File: config.mk
export PLATFORM = sky130hd
export DESIGN_NAME = apb_conduit_bridge_flat
export DESIGN_NICKNAME = d
export VERILOG_FILES = /design/src/rtl/apb_conduit_bridge_if.sv /design/src/rtl/apb_conduit_bridge.sv /design/src/flat_wrapper.sv
export SDC_FILE = /design/constraint.sdc
export NUM_CORES = 1
export LEC_CHECK = 0
export CAP_MARGIN = 20
export CORE_MARGIN = 2
export CORE_UTILIZATION = 28
export DETAILED_ROUTE_END_ITERATION = 8
export GPL_ROUTABILITY_DRIVEN = 0
export PLACE_DENSITY = 0.76
export SLEW_MARGIN = 20
export SYNTH_ARGS = -nofsm -noshare
export SYNTH_HDL_FRONTEND = slang
export SYNTH_SLANG_ARGS = --single-unit
export TNS_END_PERCENT = 1
File: constraint.sdc
create_clock -name pclk -period 1.94 [get_ports pclk]
set_input_delay 0.388 -clock pclk [delete_from_list [all_inputs] [get_ports pclk]]
set_output_delay 0.388 -clock pclk [all_outputs]
set_load 0.005 [all_outputs]
File: src/rtl/apb_conduit_bridge_if.sv
// APB completer-side bus bundle for the conduit bridge.
// The master drives the request fields and the bridge drives the registered response.
interface apb_conduit_bridge_if #(
    parameter int A_WIDTH = 12,
    parameter int D_WIDTH = 32
);
    logic [A_WIDTH-1:0]   paddr;
    logic                 psel;
    logic                 penable;
    logic                 pwrite;
    logic [D_WIDTH-1:0]   pwdata;
    logic [D_WIDTH/8-1:0] pstrb;
    logic                 pready;
    logic [D_WIDTH-1:0]   prdata;
    logic                 pslverr;

    modport master (
        output paddr, psel, penable, pwrite, pwdata, pstrb,
        input  pready, prdata, pslverr
    );

    modport slave (
        input  paddr, psel, penable, pwrite, pwdata, pstrb,
        output pready, prdata, pslverr
    );
endinterface

File: src/rtl/apb_conduit_bridge.sv
// Multi-channel APB completer: decodes each transfer onto one conduit channel, issues a
// one-cycle request, waits for that channel's ack (or a timeout) and returns a registered response.
module apb_conduit_bridge #(
    parameter int D_WIDTH    = 32,
    parameter int A_WIDTH    = 12,
    parameter int NUM_CH     = 4,
    parameter int CH_A_WIDTH = 8,
    parameter int TIMEOUT    = 64
) (
    input  logic                      pclk,
    input  logic                      presetn,
    apb_conduit_bridge_if.slave       apb,
    output logic [NUM_CH-1:0]         con_wr,
    output logic [NUM_CH-1:0]         con_rd,
    output logic [CH_A_WIDTH-1:0]     con_addr,
    output logic [D_WIDTH-1:0]        con_wdata,
    output logic [D_WIDTH/8-1:0]      con_wstrb,
    input  logic [NUM_CH-1:0]         con_ack,
    input  logic [NUM_CH-1:0]         con_err,
    input  logic [NUM_CH*D_WIDTH-1:0] con_rdata,
    input  logic                      err_clr,
    output logic [7:0]                err_count
);

    localparam int CI_W   = (NUM_CH > 1) ? $clog2(NUM_CH) : 1;
    localparam int HI_LSB = CH_A_WIDTH + CI_W;
    localparam int TW     = (TIMEOUT > 0) ? $clog2(TIMEOUT + 1) : 1;
    localparam logic [TW-1:0] TIMER_LAST = (TIMEOUT > 0) ? TW'(TIMEOUT - 1) : '0;

    localparam logic [1:0] S_IDLE = 2'd0;
    localparam logic [1:0] S_WAIT = 2'd1;
    localparam logic [1:0] S_RESP = 2'd2;

    logic [1:0]         state;
    logic [CI_W-1:0]    ch_idx;
    logic [CI_W-1:0]    ch_q;
    logic               wr_q;
    logic [TW-1:0]      timer;
    logic               access;
    logic               dec_err;
    logic               ack_hit;
    logic               err_hit;
    logic               timed_out;
    logic [D_WIDTH-1:0] rdata_sel;

    assign ch_idx    = apb.paddr[CH_A_WIDTH +: CI_W];
    assign access    = (state == S_IDLE) && apb.psel && apb.penable;
    // Channel indices past NUM_CH and any address bit above the channel field are holes.
    assign dec_err   = ({1'b0, ch_idx} >= (CI_W + 1)'(NUM_CH)) ||
                       ((apb.paddr >> HI_LSB) != '0);
    assign ack_hit   = con_ack[ch_q];
    assign err_hit   = con_err[ch_q];
    assign rdata_sel = con_rdata[int'(ch_q) * D_WIDTH +: D_WIDTH];
    assign timed_out = (TIMEOUT != 0) && (timer == TIMER_LAST);

    assign con_addr  = apb.paddr[CH_A_WIDTH-1:0];
    assign con_wdata = apb.pwdata;
    assign con_wstrb = apb.pstrb;

    // Request pulses exist only in the first access cycle, which guarantees one outstanding request.
    always_comb begin
        con_wr = '0;
        con_rd = '0;
        if (presetn && access && !dec_err) begin
            if (apb.pwrite) begin
                con_wr = NUM_CH'(1) << ch_idx;
            end else begin
                con_rd = NUM_CH'(1) << ch_idx;
            end
        end
    end

    always_ff @(posedge pclk) begin
        if (!presetn) begin
            state       <= S_IDLE;
            ch_q        <= '0;
            wr_q        <= 1'b0;
            timer       <= '0;
            apb.pready  <= 1'b0;
            apb.pslverr <= 1'b0;
            apb.prdata  <= '0;
        end else begin
            apb.pready  <= 1'b0;
            apb.pslverr <= 1'b0;
            apb.prdata  <= '0;
            case (state)
                S_IDLE: begin
                    if (access) begin
                        ch_q  <= ch_idx;
                        wr_q  <= apb.pwrite;
                        timer <= '0;
                        if (dec_err) begin
                            state       <= S_RESP;
                            apb.pready  <= 1'b1;
                            apb.pslverr <= 1'b1;
                        end else begin
                            state <= S_WAIT;
                        end
                    end
                end
                S_WAIT: begin
                    // A master dropping psel mid-transfer abandons it; any later ack lands in IDLE.
                    if (!apb.psel) begin
                        state <= S_IDLE;
                    end else if (ack_hit) begin
                        state       <= S_RESP;
                        apb.pready  <= 1'b1;
                        apb.pslverr <= err_hit;
                        if (!wr_q && !err_hit) begin
                            apb.prdata <= rdata_sel;
                        end
                    end else if (timed_out) begin
                        state       <= S_RESP;
                        apb.pready  <= 1'b1;
                        apb.pslverr <= 1'b1;
                    end else if (TIMEOUT != 0) begin
                        timer <= timer + TW'(1);
                    end
                end
                S_RESP: begin
                    state <= S_IDLE;
                end
                default: begin
                    state <= S_IDLE;
                end
            endcase
        end
    end

    always_ff @(posedge pclk) begin
        if (!presetn) begin
            err_count <= 8'd0;
        end else if (err_clr) begin
            err_count <= 8'd0;
        end else if ((state == S_RESP) && apb.pslverr && (err_count != 8'hFF)) begin
            err_count <= err_count + 8'd1;
        end
    end

endmodule

File: src/flat_wrapper.sv
// flat-port wrapper written by rule: the top's interface ports become plain ports
module apb_conduit_bridge_flat 
#(
    parameter int D_WIDTH    = 32,
    parameter int A_WIDTH    = 12,
    parameter int NUM_CH     = 4,
    parameter int CH_A_WIDTH = 8,
    parameter int TIMEOUT    = 64
)
  (pclk, presetn, con_wr, con_rd, con_addr, con_wdata, con_wstrb, con_ack, con_err, con_rdata, err_clr, err_count, apb_paddr, apb_psel, apb_penable, apb_pwrite, apb_pwdata, apb_pstrb, apb_pready, apb_prdata, apb_pslverr);
  apb_conduit_bridge_if #(.A_WIDTH(A_WIDTH), .D_WIDTH(D_WIDTH)) apb_i ();
  input  logic pclk;
  input  logic presetn;
  output logic [NUM_CH-1:0] con_wr;
  output logic [NUM_CH-1:0] con_rd;
  output logic [CH_A_WIDTH-1:0] con_addr;
  output logic [D_WIDTH-1:0] con_wdata;
  output logic [D_WIDTH/8-1:0] con_wstrb;
  input  logic [NUM_CH-1:0] con_ack;
  input  logic [NUM_CH-1:0] con_err;
  input  logic [NUM_CH*D_WIDTH-1:0] con_rdata;
  input  logic err_clr;
  output logic [7:0] err_count;
  input wire logic [$bits(apb_i.paddr)-1:0] apb_paddr;
  input wire logic [$bits(apb_i.psel)-1:0] apb_psel;
  input wire logic [$bits(apb_i.penable)-1:0] apb_penable;
  input wire logic [$bits(apb_i.pwrite)-1:0] apb_pwrite;
  input wire logic [$bits(apb_i.pwdata)-1:0] apb_pwdata;
  input wire logic [$bits(apb_i.pstrb)-1:0] apb_pstrb;
  output wire logic [$bits(apb_i.pready)-1:0] apb_pready;
  output wire logic [$bits(apb_i.prdata)-1:0] apb_prdata;
  output wire logic [$bits(apb_i.pslverr)-1:0] apb_pslverr;
  assign apb_i.paddr = apb_paddr;
  assign apb_i.psel = apb_psel;
  assign apb_i.penable = apb_penable;
  assign apb_i.pwrite = apb_pwrite;
  assign apb_i.pwdata = apb_pwdata;
  assign apb_i.pstrb = apb_pstrb;
  assign apb_pready = apb_i.pready;
  assign apb_prdata = apb_i.prdata;
  assign apb_pslverr = apb_i.pslverr;
  apb_conduit_bridge #(.D_WIDTH(D_WIDTH), .A_WIDTH(A_WIDTH), .NUM_CH(NUM_CH), .CH_A_WIDTH(CH_A_WIDTH), .TIMEOUT(TIMEOUT)) u_core (.pclk(pclk), .presetn(presetn), .apb(apb_i), .con_wr(con_wr), .con_rd(con_rd), .con_addr(con_addr), .con_wdata(con_wdata), .con_wstrb(con_wstrb), .con_ack(con_ack), .con_err(con_err), .con_rdata(con_rdata), .err_clr(err_clr), .err_count(err_count));
endmodule
Yosys cells after proc, flatten, opt, wreduce, memory -nomap -nowiden. Index checks and enable logic that the tools add are counted.

$add $sub $neg: 2. Magnitude comparators: 1. Eq/ne operators: 9. Shifts and indexed selects: 2. Multiplexer cells: 28. Bitwise gates (word level): 1. Reduce and logical (&&, ||, !) cells: 18.

Operators by type and width (count): 128-bit by 8-bit indexed part select with 32-bit output (1); 7-bit 2-to-1 mux (4); 4-bit 2-to-1 mux (4); 7-bit one-hot mux with 2 select lines (1); 12-bit nonzero test (1); 2-bit 2-to-1 mux (5); 5-bit AND reduction (2); 1-bit 2-to-1 mux (9); 8-bit by 1-bit adder with 8-bit output (second input constant) (1); 8-bit != test (second input constant) (1); 7-bit by 1-bit adder with 7-bit output (second input constant) (1); 7-bit by 6-bit == test with 1-bit output (second input constant) (1); 1-bit logical AND (7); 2-bit != test (second input constant) (3); 1-bit binary-select mux with 2-bit select (2); 4-bit by 2-bit != test with 1-bit output (second input constant) (1); 1-bit one-hot mux with 2 select lines (2); 2-bit one-hot mux with 2 select lines (1); 2-bit AND reduction (2); 1-bit by 2-bit << shifter with 4-bit output (first input constant) (1); 1-bit logical NOT (3); 2-bit by 3-bit less-than comparator with 1-bit output (second input constant) (1); 2-bit by 1-bit == test with 1-bit output (second input constant) (1); 2-bit == test (second input constant) (1); other kinds (5) (5).

Register bits after elaboration: 54. Input bits: 190. Output and inout port bits: 94. Word-level logic and storage cells: 69.

Depth between registers and ports, before layout.
Depth after elaboration: 6. Gate-level depth with buffers: 6. Gate-level depth less buffers: 5.

Worst setup path after synthesis. OpenSTA, ideal clock, no wires.

Path kind: reg2out. From: register u_core.state[1]. To: output port con_rd[0]. Arrival: 1.436 ns. Data required time: 1.552 ns. Setup slack: 0.116 ns. Cell stages (with the launch flop): 5. Path buffers: 0. Cell sequence: dfxtp_1 nor2_1 nand3_1 or4_1 nor3_1.

Cells in the longest elaborated chain, start to end: 6.

Ends and longest elaborated chain: start, declared (line apb_conduit_bridge.sv:34) `logic [1:0] state;`; start signal, assigned (line apb_conduit_bridge.sv:75) `state <= S_IDLE;`; start signal, assigned (line apb_conduit_bridge.sv:93) `state <= S_RESP;`; start signal, assigned (line apb_conduit_bridge.sv:97) `state <= S_WAIT;`; 2-bit logical NOT (line apb_conduit_bridge.sv:47) `assign access = (state == S_IDLE) && apb.psel && apb.penable;`; 1-bit logical AND (2 in a row) (line apb_conduit_bridge.sv:47); 1-bit logical AND (2 in a row) (line apb_conduit_bridge.sv:64) `if (presetn && access && !dec_err) begin`; 4-bit 2-to-1 mux (line apb_conduit_bridge.sv:64); end, declared (line flat_wrapper.sv:15) `output logic [NUM_CH-1:0] con_rd;`.

No other way between the ends.

Final worst setup path.
From: register u_core.state[0]. To: output port con_rd[0].

Same word-level chain as after synthesis.

==> impl_metrics.env <==
export IMPL_finalSetupViolations=7
export IMPL_rsz0062_at_grt="yes"
export IMPL_die_y_um=109
export IMPL_cp_required_ns=1.55
export IMPL_yosys_warnings=0
export IMPL_dp_slack_ns=-0.870
export IMPL_syn_cell_area_um2=3110
export IMPL_path_class="register to output port"
export IMPL_coreArea_um2=10800
export IMPL_start_util_pct=28.7
export IMPL_synth_seq_area_share_pct=34.7
export IMPL_crit_path_end_kind="output port"
export IMPL_max_cap_viol_count=0
export IMPL_first_pass_iters=4
export IMPL_drive_gt1_share_pct=20.5
export IMPL_insertion_delay_ns=0.30
export IMPL_die_area_um2=12000
export IMPL_gr_total_overflow=0
export IMPL_diodes=0
export IMPL_fin_ws_ns=-0.162
export IMPL_final_fill_count=1001
export IMPL_drt_wl_total_um=10800
export IMPL_status="complete, but fails checks"
export IMPL_avgViaCountPerCell=4.78
export IMPL_synth_edf_count=0
export IMPL_worst_clock_skew_ns=0.00541
export IMPL_relSlewSlack_pct=62.4
export IMPL_worstPathMaxFanout=3
export IMPL_ant_nets=0
export IMPL_drv_slew=0
export IMPL_path_cells="nor2_4 > nand3_2 > or4_4 > buf_6 > nor3_4 > buf_2"
export IMPL_fmax_mhz=476
export IMPL_core_rowCount=38
export IMPL_dp_hpwl_um=8930
export IMPL_cts_tree="done"
export IMPL_worst_path_max_delay_cell="or4_4"
export IMPL_io_pin_count=284
export IMPL_first_iter_violations=131
export IMPL_final_util_pct=48.2
export IMPL_antenna_found_initial=1
export IMPL_p_leak_nw=1.82
export IMPL_cts_buffers=5
export IMPL_die_x_um=109
export IMPL_post_drt_wl_per_cell_um=17.9
export IMPL_cts_sinks=54
export IMPL_place_area_um2=5030
export IMPL_synth_avg_cell_area_um2=10.8
export IMPL_min_period_ns=2.10
export IMPL_synth_fp_nets=479
export IMPL_synth_seq_cells=54
export IMPL_finalPower_w=0.00243
export IMPL_mostFrequentLayoutCells="181 x clkdlybuf4s50_1, 51 x dfxtp_1, 34 x mux4_2"
export IMPL_post_route_period_util_pct=108
export IMPL_track_usage_pct=16.4
export IMPL_ys_types=43
export IMPL_ir_drop_mv=0.261
export IMPL_path_clk_slew_ns=0.09
export IMPL_final_common_cell="clkdlybuf4s50_1"
export IMPL_vias=2884
export IMPL_area_delta_synth_final_pct=67.9
export IMPL_drc_errors=0
export IMPL_min_delay_path_class="register to register"
export IMPL_final_nets=654
export IMPL_violations="setup timing"
export IMPL_cts_buffer_depth=2
export IMPL_grt_pass1_vias=2940
export IMPL_arrival_ns=1.71
export IMPL_slowest_delay_ns=0.48
export IMPL_grt_pass1_wl_um=15100
export IMPL_worst_pin_slew_ns=0.550
export IMPL_synth_cells=287
export IMPL_synth_ff_type="dfxtp_1"
export IMPL_grt_max_degree=33
export IMPL_async_flop_share_pct=0
export IMPL_start_kind="register"
export IMPL_stdcell_area_um2=5230
export IMPL_power_density_nw_per_um2=465
export IMPL_ctsRootBufferMaster="clkbuf_8"
export IMPL_h_tree_depth=2
export IMPL_finalHoldViolations=0
export IMPL_io_buffers=195
[final cells by class]
class                      instances  area (µm²)  share of cell area, %
clock buffer                       7        76.3                   1.46
clock inverter                     1        30.0                  0.575
inverter                           5        20.0                  0.383
multi-input combinational        170        1670                   31.9
sequential                        54        1080                   20.8
tap                              140         175                   3.35
timing repair buffer             226        2170                   41.6
[cell usage after synthesis (2+ instances only)]
| library cell | number | area, µm² |
|---|---|---|
| a2111oi_0 | 4 | 35.0 |
| a211oi_1 | 2 | 15.0 |
| a21oi_1 | 8 | 40.0 |
| and3_1 | 2 | 12.5 |
| and3b_1 | 2 | 17.5 |
| buf_2 | 5 | 25.0 |
| buf_4 | 44 | 330 |
| buf_6 | 2 | 22.5 |
| clkbuf_1 | 6 | 22.5 |
| dfxtp_1 | 54 | 1080 |
| ha_1 | 2 | 25.0 |
| inv_1 | 4 | 15.0 |
| mux2i_1 | 2 | 20.0 |
| mux4_2 | 34 | 766 |
| nand2_1 | 20 | 75.1 |
| nand2b_1 | 3 | 18.8 |
| nand3_1 | 8 | 40.0 |
| nand3b_1 | 3 | 22.5 |
| nand4_1 | 2 | 12.5 |
| nor2_1 | 15 | 56.3 |
| nor2b_1 | 33 | 206 |
| nor3_1 | 2 | 10.0 |
| o41a_1 | 2 | 22.5 |
| o41ai_1 | 2 | 17.5 |
| or2_2 | 2 | 12.5 |
| or4_1 | 2 | 15.0 |
| xnor2_1 | 6 | 52.6 |
[metrics by stage]
stage               cells  setup TNS, ns  hold slack, ns
global placement      588         -11.89           0.416
floorplan             287              0           0.408
detailed placement    588         -11.80           0.426
global route          603          -1.57           0.473
finish                603         -0.879           0.450
CTS                   603          -1.68           0.446
[logic make-up (layout without fill, tap and decap cells)]
kind of cell | count (synthesis) | in the layout | share of synthesized area [%]
AOI/OAI and AO/OA | 27 | 27 | 6.47
muxes | 36 | 36 | 25.2
buffers and inverters | 63 | 239 | 13.6
DFF | 54 | 54 | 34.7
adders and majority gates | 2 | 2 | 0.804
xor gates and xnor gates | 6 | 6 | 1.69
and+or+nand+nor | 99 | 99 | 17.5
[repair_timing]
item	CTS	global route
resized for setup	44	15
buffers inserted	7	0
pin swaps	10	6
hold buffers	0	0
endpoints found under the setup margin	8	8
[worst max-delay path: cells and delay by family (launching register included)]
| family | cells | cell delay (ns) |
|---|---|---|
| buf+inv | 2 | 0.29 |
| flops | 1 | 0.35 |
| simple gates | 4 | 0.78 |
[flip-flops by register name, indices dropped and copies added (netlist names)]
register and cells:
u_core.wr_q 1, u_core.timer 7, u_core.err_count 8, u_core.ch_q 2
u_core.apb.pslverr 1, u_core.apb.pready 1, u_core.apb.prdata 32, u_core.state 2
[power by group]
group / internal, W / switching [W]
Combinational: 0.000415 / 0.000147
Clock: 0.000387 / 0.000360
Sequential: 0.00111 / 0.00000572
Total: 0.00192 / 0.000513
[final timing paths]
| check | from | end | slack [ns] | cells after the start |
|---|---|---|---|---|
| worst max-delay path | u_core.state[0]$_SDFFE_PN0P_ | con_rd[0] | -0.16 | 6 |
| worst min-delay path | u_core.timer[6]$_SDFFE_PN0P_ | u_core.timer[6]$_SDFFE_PN0P_ | 0.45 | 2 |
| worst max register to register | u_core.ch_q[0]$_SDFFE_PN0P_ | u_core.timer[3]$_SDFFE_PN0P_ | 0.12 | 4 |
| worst min register to register | u_core.timer[6]$_SDFFE_PN0P_ | u_core.timer[6]$_SDFFE_PN0P_ | 0.45 | 2 |
[metal layers]
layer  vias to the layer above  track usage [%]  part of all wire (%)
met4                         2             8.59                   3.6
li1                       1346                -                     -
met5                         -                0                  0.12
met2                       134             29.1                    51
met3                        32             4.03                   9.3
met1                      1370             18.1                    36
(Power assumes the default switching activity.)
